### src/rtl/ram_fetch_pkg.sv
// rtl/ram_fetch_pkg.sv - Shared widths, FSM state enum and point-index type for the point reader.
package ram_fetch_pkg;

    localparam int RF_ADDR_WIDTH  = 14;
    localparam int RF_DATA_WIDTH  = 32;
    localparam int RF_LENGTH      = 16;
    localparam int RF_LEN_BITS    = 4;
    localparam int RF_FIFO_DEPTH  = 2;
    localparam int RF_POINT_WIDTH = RF_ADDR_WIDTH - RF_LEN_BITS;

    typedef enum logic [1:0] {
        IDLE  = 2'd0,
        FETCH = 2'd1,
        DRAIN = 2'd2
    } fetch_state_e;

    typedef logic [RF_POINT_WIDTH-1:0] point_t;

endpackage

### src/rtl/ram_point_reader_if.sv
// rtl/ram_point_reader_if.sv - Request, RAM bus and feature stream signals; sum outputs exist only with POINT_SUM_EN.
interface ram_point_reader_if #(
    parameter int ADDR_WIDTH = ram_fetch_pkg::RF_ADDR_WIDTH,
    parameter int DATA_WIDTH = ram_fetch_pkg::RF_DATA_WIDTH,
    parameter int LEN_BITS   = ram_fetch_pkg::RF_LEN_BITS
);

    logic                         req_valid;
    logic                         req_ready;
    logic [ADDR_WIDTH-LEN_BITS-1:0] req_point;

    logic                         ram_cs;
    logic                         ram_we;
    logic                         ram_oe;
    logic [ADDR_WIDTH-1:0]        ram_addr;
    logic [DATA_WIDTH-1:0]        ram_data;

    logic                         feat_valid;
    logic                         feat_ready;
    logic [DATA_WIDTH-1:0]        feat_data;
    logic [LEN_BITS-1:0]          feat_idx;
    logic                         feat_last;

    logic                         busy;

`ifdef POINT_SUM_EN
    logic                         sum_valid;
    logic [DATA_WIDTH+LEN_BITS-1:0] sum_data;

    modport master (
        input  req_valid, req_point, ram_data, feat_ready,
        output req_ready, ram_cs, ram_we, ram_oe, ram_addr,
               feat_valid, feat_data, feat_idx, feat_last, busy,
               sum_valid, sum_data
    );

    modport slave (
        output req_valid, req_point, ram_data, feat_ready,
        input  req_ready, ram_cs, ram_we, ram_oe, ram_addr,
               feat_valid, feat_data, feat_idx, feat_last, busy,
               sum_valid, sum_data
    );
`else
    modport master (
        input  req_valid, req_point, ram_data, feat_ready,
        output req_ready, ram_cs, ram_we, ram_oe, ram_addr,
               feat_valid, feat_data, feat_idx, feat_last, busy
    );

    modport slave (
        output req_valid, req_point, ram_data, feat_ready,
        input  req_ready, ram_cs, ram_we, ram_oe, ram_addr,
               feat_valid, feat_data, feat_idx, feat_last, busy
    );
`endif

endinterface

### src/rtl/fetch_skid_fifo.sv
// rtl/fetch_skid_fifo.sv - Small synchronous FIFO absorbing read data under backpressure; count feeds the issue credit check.
module fetch_skid_fifo #(
    parameter  int WIDTH = 37,
    parameter  int DEPTH = 2,
    localparam int CNT_W = $clog2(DEPTH + 1),
    localparam int PTR_W = (DEPTH > 1) ? $clog2(DEPTH) : 1
) (
    input  logic             clk,
    input  logic             rst_n,
    input  logic             push_i,
    input  logic [WIDTH-1:0] push_data_i,
    input  logic             pop_i,
    output logic [WIDTH-1:0] head_o,
    output logic [CNT_W-1:0] count_o,
    output logic             empty_o
);

    logic [WIDTH-1:0] mem_q [DEPTH];
    logic [PTR_W-1:0] wr_ptr_q, wr_ptr_d;
    logic [PTR_W-1:0] rd_ptr_q, rd_ptr_d;
    logic [CNT_W-1:0] count_q, count_d;
    logic             full;
    logic             do_push;
    logic             do_pop;

    function automatic logic [PTR_W-1:0] next_ptr(input logic [PTR_W-1:0] p);
        return (p == PTR_W'(DEPTH - 1)) ? '0 : p + PTR_W'(1);
    endfunction

    assign empty_o = (count_q == '0);
    assign full    = (count_q == CNT_W'(DEPTH));
    assign do_pop  = pop_i & ~empty_o;
    assign do_push = push_i & (~full | do_pop);

    always_comb begin
        wr_ptr_d = wr_ptr_q;
        rd_ptr_d = rd_ptr_q;
        count_d  = count_q;
        if (do_push) wr_ptr_d = next_ptr(wr_ptr_q);
        if (do_pop)  rd_ptr_d = next_ptr(rd_ptr_q);
        count_d = count_q + CNT_W'(do_push) - CNT_W'(do_pop);
    end

    always_ff @(posedge clk or negedge rst_n) begin
        if (!rst_n) begin
            wr_ptr_q <= '0;
            rd_ptr_q <= '0;
            count_q  <= '0;
        end else begin
            wr_ptr_q <= wr_ptr_d;
            rd_ptr_q <= rd_ptr_d;
            count_q  <= count_d;
        end
    end

    always_ff @(posedge clk) begin
        if (do_push) mem_q[wr_ptr_q] <= push_data_i;
    end

    // Empty FIFO presents zeros so the stream outputs read as idle.
    assign head_o  = empty_o ? '0 : mem_q[rd_ptr_q];
    assign count_o = count_q;

endmodule

### src/rtl/ram_point_reader.sv
// rtl/ram_point_reader.sv - Reads LENGTH feature words of one point from RAM and streams them out; POINT_SUM_EN adds a per-point sum.
module ram_point_reader
    import ram_fetch_pkg::*;
#(
    parameter int ADDR_WIDTH = RF_ADDR_WIDTH,
    parameter int DATA_WIDTH = RF_DATA_WIDTH,
    parameter int LENGTH     = RF_LENGTH,
    parameter int LEN_BITS   = RF_LEN_BITS,
    parameter int FIFO_DEPTH = RF_FIFO_DEPTH
) (
    input  logic                clk,
    input  logic                rst_n,
    ram_point_reader_if.master  bus
);

    localparam int PW    = ADDR_WIDTH - LEN_BITS;
    localparam int EW    = DATA_WIDTH + LEN_BITS + 1;
    localparam int CNT_W = $clog2(FIFO_DEPTH + 1);
    localparam int CW    = CNT_W + 1;
    localparam logic [LEN_BITS-1:0] LAST_IDX = LEN_BITS'(LENGTH - 1);

    fetch_state_e          state_q, state_d;
    logic [PW-1:0]         point_q, point_d;
    logic [LEN_BITS-1:0]   issue_idx_q, issue_idx_d;
    logic [ADDR_WIDTH-1:0] addr_q, addr_d;
    logic                  dphase_q, dphase_d;
    logic [LEN_BITS-1:0]   dphase_idx_q, dphase_idx_d;

    logic                  issue;
    logic                  req_ready_c;
    logic [ADDR_WIDTH-1:0] issue_addr;

    logic [EW-1:0]         push_entry;
    logic [EW-1:0]         head;
    logic [CNT_W-1:0]      fifo_count;
    logic                  fifo_empty;
    logic                  h_last;
    logic [LEN_BITS-1:0]   h_idx;
    logic [DATA_WIDTH-1:0] h_data;
    logic                  feat_valid;
    logic                  pop;
    logic [CW-1:0]         occupancy;
    logic                  credit_ok;

    assign issue_addr = {point_q, issue_idx_q};
    assign {h_last, h_idx, h_data} = head;
    assign feat_valid = ~fifo_empty;
    assign pop        = feat_valid & bus.feat_ready;

    // A slot is reserved for every read in flight so the FIFO can never overflow.
    assign occupancy = CW'(fifo_count) + CW'(dphase_q);
    assign credit_ok = (occupancy - CW'(pop)) < CW'(FIFO_DEPTH);

    always_comb begin
        state_d      = state_q;
        point_d      = point_q;
        issue_idx_d  = issue_idx_q;
        addr_d       = addr_q;
        dphase_d     = 1'b0;
        dphase_idx_d = dphase_idx_q;
        issue        = 1'b0;
        req_ready_c  = 1'b0;
        case (state_q)
            IDLE: begin
                req_ready_c = 1'b1;
                if (bus.req_valid) begin
                    point_d     = bus.req_point;
                    issue_idx_d = '0;
                    state_d     = FETCH;
                end
            end
            FETCH: begin
                if (credit_ok) begin
                    issue        = 1'b1;
                    addr_d       = issue_addr;
                    dphase_d     = 1'b1;
                    dphase_idx_d = issue_idx_q;
                    issue_idx_d  = issue_idx_q + LEN_BITS'(1);
                    if (issue_idx_q == LAST_IDX) state_d = DRAIN;
                end
            end
            DRAIN: begin
                if (pop && h_last) state_d = IDLE;
            end
            default: state_d = IDLE;
        endcase
    end

    always_ff @(posedge clk or negedge rst_n) begin
        if (!rst_n) begin
            state_q      <= IDLE;
            point_q      <= '0;
            issue_idx_q  <= '0;
            addr_q       <= '0;
            dphase_q     <= 1'b0;
            dphase_idx_q <= '0;
        end else begin
            state_q      <= state_d;
            point_q      <= point_d;
            issue_idx_q  <= issue_idx_d;
            addr_q       <= addr_d;
            dphase_q     <= dphase_d;
            dphase_idx_q <= dphase_idx_d;
        end
    end

    // Data-only cycles repeat the last address so the RAM reload is harmless.
    assign push_entry = {(dphase_idx_q == LAST_IDX), dphase_idx_q, bus.ram_data};

    fetch_skid_fifo #(
        .WIDTH (EW),
        .DEPTH (FIFO_DEPTH)
    ) u_fifo (
        .clk         (clk),
        .rst_n       (rst_n),
        .push_i      (dphase_q),
        .push_data_i (push_entry),
        .pop_i       (pop),
        .head_o      (head),
        .count_o     (fifo_count),
        .empty_o     (fifo_empty)
    );

    assign bus.req_ready  = req_ready_c;
    assign bus.ram_cs     = issue | dphase_q;
    assign bus.ram_oe     = dphase_q;
    assign bus.ram_we     = 1'b0;
    assign bus.ram_addr   = issue ? issue_addr : addr_q;
    assign bus.feat_valid = feat_valid;
    assign bus.feat_data  = h_data;
    assign bus.feat_idx   = h_idx;
    assign bus.feat_last  = h_last;
    assign bus.busy       = (state_q != IDLE);

`ifdef POINT_SUM_EN
    localparam int SW = DATA_WIDTH + LEN_BITS;

    logic [SW-1:0] acc_q;
    logic          sum_valid_q;
    logic          accept;

    assign accept = (state_q == IDLE) & bus.req_valid;

    always_ff @(posedge clk or negedge rst_n) begin
        if (!rst_n) begin
            acc_q       <= '0;
            sum_valid_q <= 1'b0;
        end else begin
            if (accept)   acc_q <= '0;
            else if (pop) acc_q <= acc_q + SW'(h_data);
            sum_valid_q <= pop & h_last;
        end
    end

    assign bus.sum_valid = sum_valid_q;
    assign bus.sum_data  = acc_q;
`endif

endmodule

### src/flat_wrapper.sv
// flat-port wrapper written by rule: the top's interface ports become plain ports
module ram_point_reader_flat import ram_fetch_pkg::*;
#(
    parameter int ADDR_WIDTH = RF_ADDR_WIDTH,
    parameter int DATA_WIDTH = RF_DATA_WIDTH,
    parameter int LENGTH     = RF_LENGTH,
    parameter int LEN_BITS   = RF_LEN_BITS,
    parameter int FIFO_DEPTH = RF_FIFO_DEPTH
)
  (clk, rst_n, bus_req_valid, bus_req_point, bus_ram_data, bus_feat_ready, bus_req_ready, bus_ram_cs, bus_ram_we, bus_ram_oe, bus_ram_addr, bus_feat_valid, bus_feat_data, bus_feat_idx, bus_feat_last, bus_busy);
  ram_point_reader_if #(.ADDR_WIDTH(ADDR_WIDTH), .DATA_WIDTH(DATA_WIDTH), .LEN_BITS(LEN_BITS)) bus_i ();
  input  logic clk;
  input  logic rst_n;
  input wire logic [$bits(bus_i.req_valid)-1:0] bus_req_valid;
  input wire logic [$bits(bus_i.req_point)-1:0] bus_req_point;
  input wire logic [$bits(bus_i.ram_data)-1:0] bus_ram_data;
  input wire logic [$bits(bus_i.feat_ready)-1:0] bus_feat_ready;
  output wire logic [$bits(bus_i.req_ready)-1:0] bus_req_ready;
  output wire logic [$bits(bus_i.ram_cs)-1:0] bus_ram_cs;
  output wire logic [$bits(bus_i.ram_we)-1:0] bus_ram_we;
  output wire logic [$bits(bus_i.ram_oe)-1:0] bus_ram_oe;
  output wire logic [$bits(bus_i.ram_addr)-1:0] bus_ram_addr;
  output wire logic [$bits(bus_i.feat_valid)-1:0] bus_feat_valid;
  output wire logic [$bits(bus_i.feat_data)-1:0] bus_feat_data;
  output wire logic [$bits(bus_i.feat_idx)-1:0] bus_feat_idx;
  output wire logic [$bits(bus_i.feat_last)-1:0] bus_feat_last;
  output wire logic [$bits(bus_i.busy)-1:0] bus_busy;
  assign bus_i.req_valid = bus_req_valid;
  assign bus_i.req_point = bus_req_point;
  assign bus_i.ram_data = bus_ram_data;
  assign bus_i.feat_ready = bus_feat_ready;
  assign bus_req_ready = bus_i.req_ready;
  assign bus_ram_cs = bus_i.ram_cs;
  assign bus_ram_we = bus_i.ram_we;
  assign bus_ram_oe = bus_i.ram_oe;
  assign bus_ram_addr = bus_i.ram_addr;
  assign bus_feat_valid = bus_i.feat_valid;
  assign bus_feat_data = bus_i.feat_data;
  assign bus_feat_idx = bus_i.feat_idx;
  assign bus_feat_last = bus_i.feat_last;
  assign bus_busy = bus_i.busy;
  ram_point_reader #(.ADDR_WIDTH(ADDR_WIDTH), .DATA_WIDTH(DATA_WIDTH), .LENGTH(LENGTH), .LEN_BITS(LEN_BITS), .FIFO_DEPTH(FIFO_DEPTH)) u_core (.clk(clk), .rst_n(rst_n), .bus(bus_i));
endmodule
### config.mk
export PLATFORM = sky130hd
export DESIGN_NAME = ram_point_reader_flat
export DESIGN_NICKNAME = d
export VERILOG_FILES = /design/src/rtl/ram_fetch_pkg.sv /design/src/rtl/ram_point_reader_if.sv /design/src/rtl/fetch_skid_fifo.sv /design/src/rtl/ram_point_reader.sv /design/src/flat_wrapper.sv
export SDC_FILE = /design/constraint.sdc
export NUM_CORES = 1
export LEC_CHECK = 0
export BUFFER_PORTS_ARGS = -buffer_cell sky130_fd_sc_hd__buf_4
export CORE_UTILIZATION = 58
export CTS_CLUSTER_DIAMETER = 200
export DETAILED_ROUTE_END_ITERATION = 8
export HOLD_SLACK_MARGIN = 0.05
export PLACE_DENSITY = 0.85
export SLEW_MARGIN = 20
export SYNTH_ARGS = -nofsm -noshare
export SYNTH_HDL_FRONTEND = slang
export SYNTH_SLANG_ARGS = --single-unit
### constraint.sdc
create_clock -name clk -period 6.74 [get_ports clk]
set_input_delay 0.674 -clock clk [delete_from_list [all_inputs] [get_ports clk]]
set_output_delay 0.674 -clock clk [all_outputs]
set_load 0.05 [all_outputs]
== Word level (Yosys, flattened, before mapping) ==
Memories as Yosys holds them, arrays and structs flattened.
Cells that the tools add are included.

* Input port bits: 46
* Memories kept: 1
* Output and inout bits: 57
* Memory bits (writable): 74
* Register bits: 39
* Logic and storage cells: 60

* Reductions and logical operators: 9
* Equal/unequal tests: 9
* Muxes and demuxes: 17
* Order comparisons: 1
* Bitwise operators: 7
* Add/sub/neg operators: 7

{| class="wikitable"
|+ Memory list
! memory !! words !! bits a word !! rd ports !! clocked after Yosys merged registers in !! write ports !! RTL line !! text
|-
| u_core.u_fifo.mem_q || 2 || 37 || 1 || 0 || 1 || fetch_skid_fifo.sv:18 || <nowiki>logic [WIDTH-1:0] mem_q [DEPTH];</nowiki>
|}

{| class="wikitable"
|+ Operators by type and width
! cell !! number
|-
| $mux 37 || 1
|-
| $mux 14 || 1
|-
| $eq 4x4->1 const B || 2
|-
| $mux 2 || 4
|-
| $mux 4 || 2
|-
| $pmux 4 s2 || 1
|-
| $mux 1 || 7
|-
| $ne 2x1->1 const B || 3
|-
| $pmux 2 s3 || 1
|-
| $add 4x1->4 const B || 1
|-
| $eq 2x2->1 const B || 2
|-
| $logic_not 2->1 || 2
|-
| $reduce_and 2->1 || 2
|-
| $reduce_and 4->1 || 1
|-
| $reduce_bool 2->1 || 2
|-
| $add 2x1->3 || 1
|-
| $and 1x1->1 || 3
|-
| $lt 3x2->1 const B || 1
|-
| $reduce_and 3->1 || 1
|-
| $sub 3x1->3 || 1
|-
| $add 1x1->1 const B || 2
|-
| $add 2x1->2 || 1
|-
| $eq 2x1->1 const B || 1
|-
| $ne 2x2->1 const B || 1
|-
| 4 further kinds || 6
|}

== Longest topological paths before layout ==
* Depth in word-level cells: 8
* Mapped depth: 10
* Mapped depth without buffers: 9

== Cells and area by module ==
From an unflattened synthesis, not the netlist that was laid out.

* Cell total of the unflattened synthesis: 295
* Area total of the unflattened synthesis: 4,744.6 um^2

{| class="wikitable"
|+ Modules (own cells, without submodules)
! module !! cells an instance !! times used !! area each (um^2) !! sequential area each (um^2)
|-
| fetch_skid_fifo || 177 || 1 || 3,055.4 || 2,322.2
|-
| ram_point_reader || 118 || 1 || 1,689.1 || 775.7
|}

== Worst setup path after synthesis ==
OpenSTA, ideal clock, no wires.

* Kind: register to output
* Start: register u_core.u_fifo.count_q[1] (netlist: u_core.u_fifo.count_o[1])
* End: output port bus_ram_addr[2]
* Stages on the path, launching flop included: 11
* Buffers on the path: 2
* Required time: 6.066 ns
* Arrival time: 3.475 ns
* Slack: 2.591 ns
* Cells stage by stage: dfrtp_1 > buf_6 > o21ai_0 > inv_1 > ha_1 > nand2b_1 > fa_1 > xnor2_2 > nand3_4 > buf_6 > o21ai_0

* Word-level cells in the longest chain between the ends: 8
* Elaborated cells between the ends (all ways): 9
* Those cells by class: add/sub: 2; order compare: 1; mux: 3; bitwise: 2; reduce/logical: 1

{| class="wikitable"
|+ RTL lines
! item !! RTL line !! text
|-
| start, declared || fetch_skid_fifo.sv:21 || <nowiki>logic [CNT_W-1:0] count_q, count_d;</nowiki>
|-
| start signal, assigned || fetch_skid_fifo.sv:52 || <nowiki>count_q <= count_d;</nowiki>
|-
| branches (longest 3 deep; another with $add 2x1->3) || -- ||
|-
| $sub 3x1->3 (*) || ram_point_reader.sv:52 || <nowiki>assign credit_ok = (occupancy - CW'(pop)) < CW'(FIFO_DEPTH);</nowiki>
|-
| $lt 3x2->1 (*) || ram_point_reader.sv:52 ||
|-
| $mux 1 (*) || ram_point_reader.sv:73 || <nowiki>if (credit_ok) begin</nowiki>
|-
| $mux 1 (*) || ram_point_reader.sv:63 || <nowiki>case (state_q)</nowiki>
|-
| $mux 14 (*) || ram_point_reader.sv:128 || <nowiki>assign bus.ram_addr = issue ? issue_addr : addr_q;</nowiki>
|-
| end, declared || flat_wrapper.sv:22 || <nowiki>output wire logic [$bits(bus_i.ram_addr)-1:0] bus_ram_addr;</nowiki>
|}

Mark *: on every way between the ends.

== Worst setup path in the final report ==
* Start: register u_core.u_fifo.count_q[1] (netlist: u_core.u_fifo.count_o[1])
* End: output port bus_ram_addr[1]

* Word-level cells in the longest chain between the ends: 8
* Elaborated cells between the ends (all ways): 9
* Those cells by class: add/sub: 2; order compare: 1; mux: 3; bitwise: 2; reduce/logical: 1

{| class="wikitable"
|+ RTL lines
! item !! RTL line !! text
|-
| branches (longest 3 deep; another with $add 2x1->3) || -- ||
|-
| $sub 3x1->3 (*) || ram_point_reader.sv:52 ||
|-
| $lt 3x2->1 (*) || ram_point_reader.sv:52 ||
|-
| $mux 1 (*) (2 in a row) || -- ||
|-
| via u_core.dphase_d || ram_point_reader.sv:26 || <nowiki>logic dphase_q, dphase_d;</nowiki>
|-
| $mux 14 (*) || ram_point_reader.sv:128 ||
|}

Mark *: on every way through the listed nets, which the timed path passes.

==> run metrics <==
GPL Wtd Cong 0.775; # DRC 0; drt wl/cell 16.1 µm; DP HPWL 5330 µm; FF/Latch Area 3100 µm²; pin count of the biggest net entering global routing 39; Max Slew Vio Count 0; outcome complete, no violations; Crit path required time 6070 ps; register area share after synthesis 67.4%; layout cells sized above 1 41.0%; max cap viols 0; post-layout util 73.2%; Crit Path Class flip-flop to output port; Max Fclk 228 MHz; # IOs 103; final WL 7990 µm; core box area 7690 µm²; Synth Net Count 340; Yosys top cell by area edfxtp_1; worst reg2reg path depth 9; slowest stage cell, crit path dfrtp_1; top cells by count, synth edfxtp_1, nor2_1, mux2i_1, dfrtp_1, mux2_4; share of the synthesized area in the top cell type 48.4%; met3 wire length 457 µm; Setup crit end kind output port; multi-input logic area 1370 µm²; top_reg_cell synth edfxtp_1; Mapped Avg Cell Area 15.9 µm²; Placed Instances 479; die width 91.0 µm; vias in the first global route 2,592; final setup violation count 0; grt ovf 0; Post-synth ARST share 32.1%; post-synthesis cell type count 39; CP delay by family, top adder cells; all-layer global routing usage 20.3%; top cells by area, synth edfxtp_1, dfrtp_1, mux2i_1, mux2_4, nor2_1; CTS Buf Count 9; # clock sinks 109; cell repeated most along the worst path inv_1; Setup crit start kind flip-flop; clk slew on worst S/H paths 100 ps; final non-filler cell total 495; Skew-Pair Late Insertion Delay 370 ps; R2R setup slack 3470 ps; Die Y 91.0 µm; Yosys warnings 0; worst flop-to-flop path endpoint u_core.dphase_idx_q[1]; DR vias 2,616; Buffers on Ports 101; root buf cell clkbuf_8; CTS hold repair buffers 0; Hold Violations, Final 0; period utilisation layout 65.0%; H-tree Lvls 3; Post-layout nets 439; Top Layer Used met4; clock tree buffer depth 2; RSZ-0062 raised after global routing false; Starting Density 59.8%; EDFF count, synth 74; clock skew 11.8 ps; Fillers 503; R2R Path Start u_core.u_fifo.count_o[1]; max_slew headroom 25.0%; post-CTS setup buffer count 0; Post-CTS Resized 0; area of the die 8280 µm²; worst hold path class primary input to asynchronous set/reset pin; area of the mapped netlist 4600 µm²; fin crit period 4380 ps; most frequent cell after synthesis edfxtp_1; Cell Chain, Critical Path o21ai_0, inv_1, ha_1, nand2b_1, fa_1, xnor2_2, nand3_4, inv_1, mux2_2, buf_4; Initial DRT Pass Iterations 4; TritonCTS clock tree built; drt initial violations 86; CP max FO 28; CP peak stage delay 520 ps; worst-margin pin slew 1130 ps; Routed Antenna Nets 0; # diodes 0; WL met1 3450 µm; initial antenna violation count 0; FP Rows 32; vias per cell 5.28; WL met2 3970 µm; CP Data Arrival Time 3710 ps; Area Overhead vs Synth 22.5%; Syn Inst Count 289; global-route wire length before repair 12,900 µm; setup TNS 0 ps; CP Buf/Inv Count 3; #FFs+latches synth 109
-- flip-flops by register name (all words and copies together) (netlist names) --
| signal | cells |
|---|---|
| u_core.u_fifo.mem_q | 74 |
| u_core.addr_q | 11 |
| u_core.point_q | 10 |
| u_core.issue_idx_q | 4 |
| u_core.dphase_idx_q | 3 |
| u_core.state_q | 2 |
| u_core.u_fifo.count_o | 2 |
| u_core.bus.ram_oe | 1 |
| u_core.u_fifo.rd_ptr_q | 1 |
| u_core.u_fifo.wr_ptr_q | 1 |
-- kinds of logic (layout without fill, tap and decap cells) --
kind of cell               Yosys count  in the layout  synth area share [%]
DFF                                109            109                  67.4
muxes                               71             71                  18.2
and+or+nand+nor                     59             59                  6.24
buffers and inverters               23            127                  3.10
AOI/OAI and AO/OA                   15             15                  1.99
xor gates and xnor gates             6              6                  1.47
adders and majority gates            5              5                  1.52
other                                1              1                0.0816
-- worst reg2reg max path: stages (launching register included) --
cell and delay, ps:
dfrtp_1 520, o21ai_0 370, inv_1 110, ha_1 280
nand2b_1 160, fa_1 460, xnor2_2 250, nand3_4 410
inv_1 220, mux2_2 370
-- layer usage --
| metal | track usage [%] | vias up |
|---|---|---|
| li1 | - | 1236 |
| met5 | 0 | - |
| met4 | 7.54 | 0 |
| met3 | 3.69 | 11 |
| met1 | 27.2 | 1286 |
| met2 | 33.5 | 83 |
-- cells in the final DEF, fill, tap and decap left out, types with 3 or more instances in the layout --
cell type | Yosys | routed
buf_4 | 1 | 102
clkbuf_8 | 0 | 9
clkinv_4 | 0 | 3
dfrtp_1 | 35 | 34
edfxtp_1 | 74 | 74
ha_1 | 4 | 4
inv_1 | 9 | 9
mux2_2 | 12 | 12
mux2_4 | 22 | 22
mux2i_1 | 37 | 37
nor2_1 | 40 | 37
o211ai_1 | 4 | 4
o21ai_0 | 8 | 8
xnor2_1 | 4 | 4
-- how the worst max path moves through the flow --
stage / depth (start not counted) / slack (ps) / startpoint / endpoint
detailed placement: 11 / 2670 / bus_feat_ready / bus_ram_addr[1]
CTS: 10 / 2310 / u_core.u_fifo.count_o[1] / bus_ram_addr[1]
floorplan: 10 / 2590 / u_core.u_fifo.count_o[1] / bus_ram_addr[2]
global placement: 11 / 2770 / bus_feat_ready / bus_ram_addr[1]
finish: 10 / 2360 / u_core.u_fifo.count_o[1] / bus_ram_addr[1]
global route: 10 / 2090 / u_core.u_fifo.count_o[1] / bus_ram_addr[1]
-- area by class of cell --
type	count	share of cell area, %
tap	102	2.27
sequential	109	55.1
clock inverter	7	1.89
clock buffer	9	2.20
inverter	9	0.600
timing repair buffer	102	13.6
multi-input combinational	157	24.4
-- metrics by stage --
stage	setup WS [ps]	area (µm²)	hold WS, ps
after detailed placement	2670	5400	500
after CTS	2310	5630	243
final	2360	5630	240
after global routing	2090	5630	265
after floorplan	2590	4600	378
after global placement	2770	5400	495
Power is not shown: default switching activity piles up to over one toggle a cycle in this logic, so the estimate is an artifact.
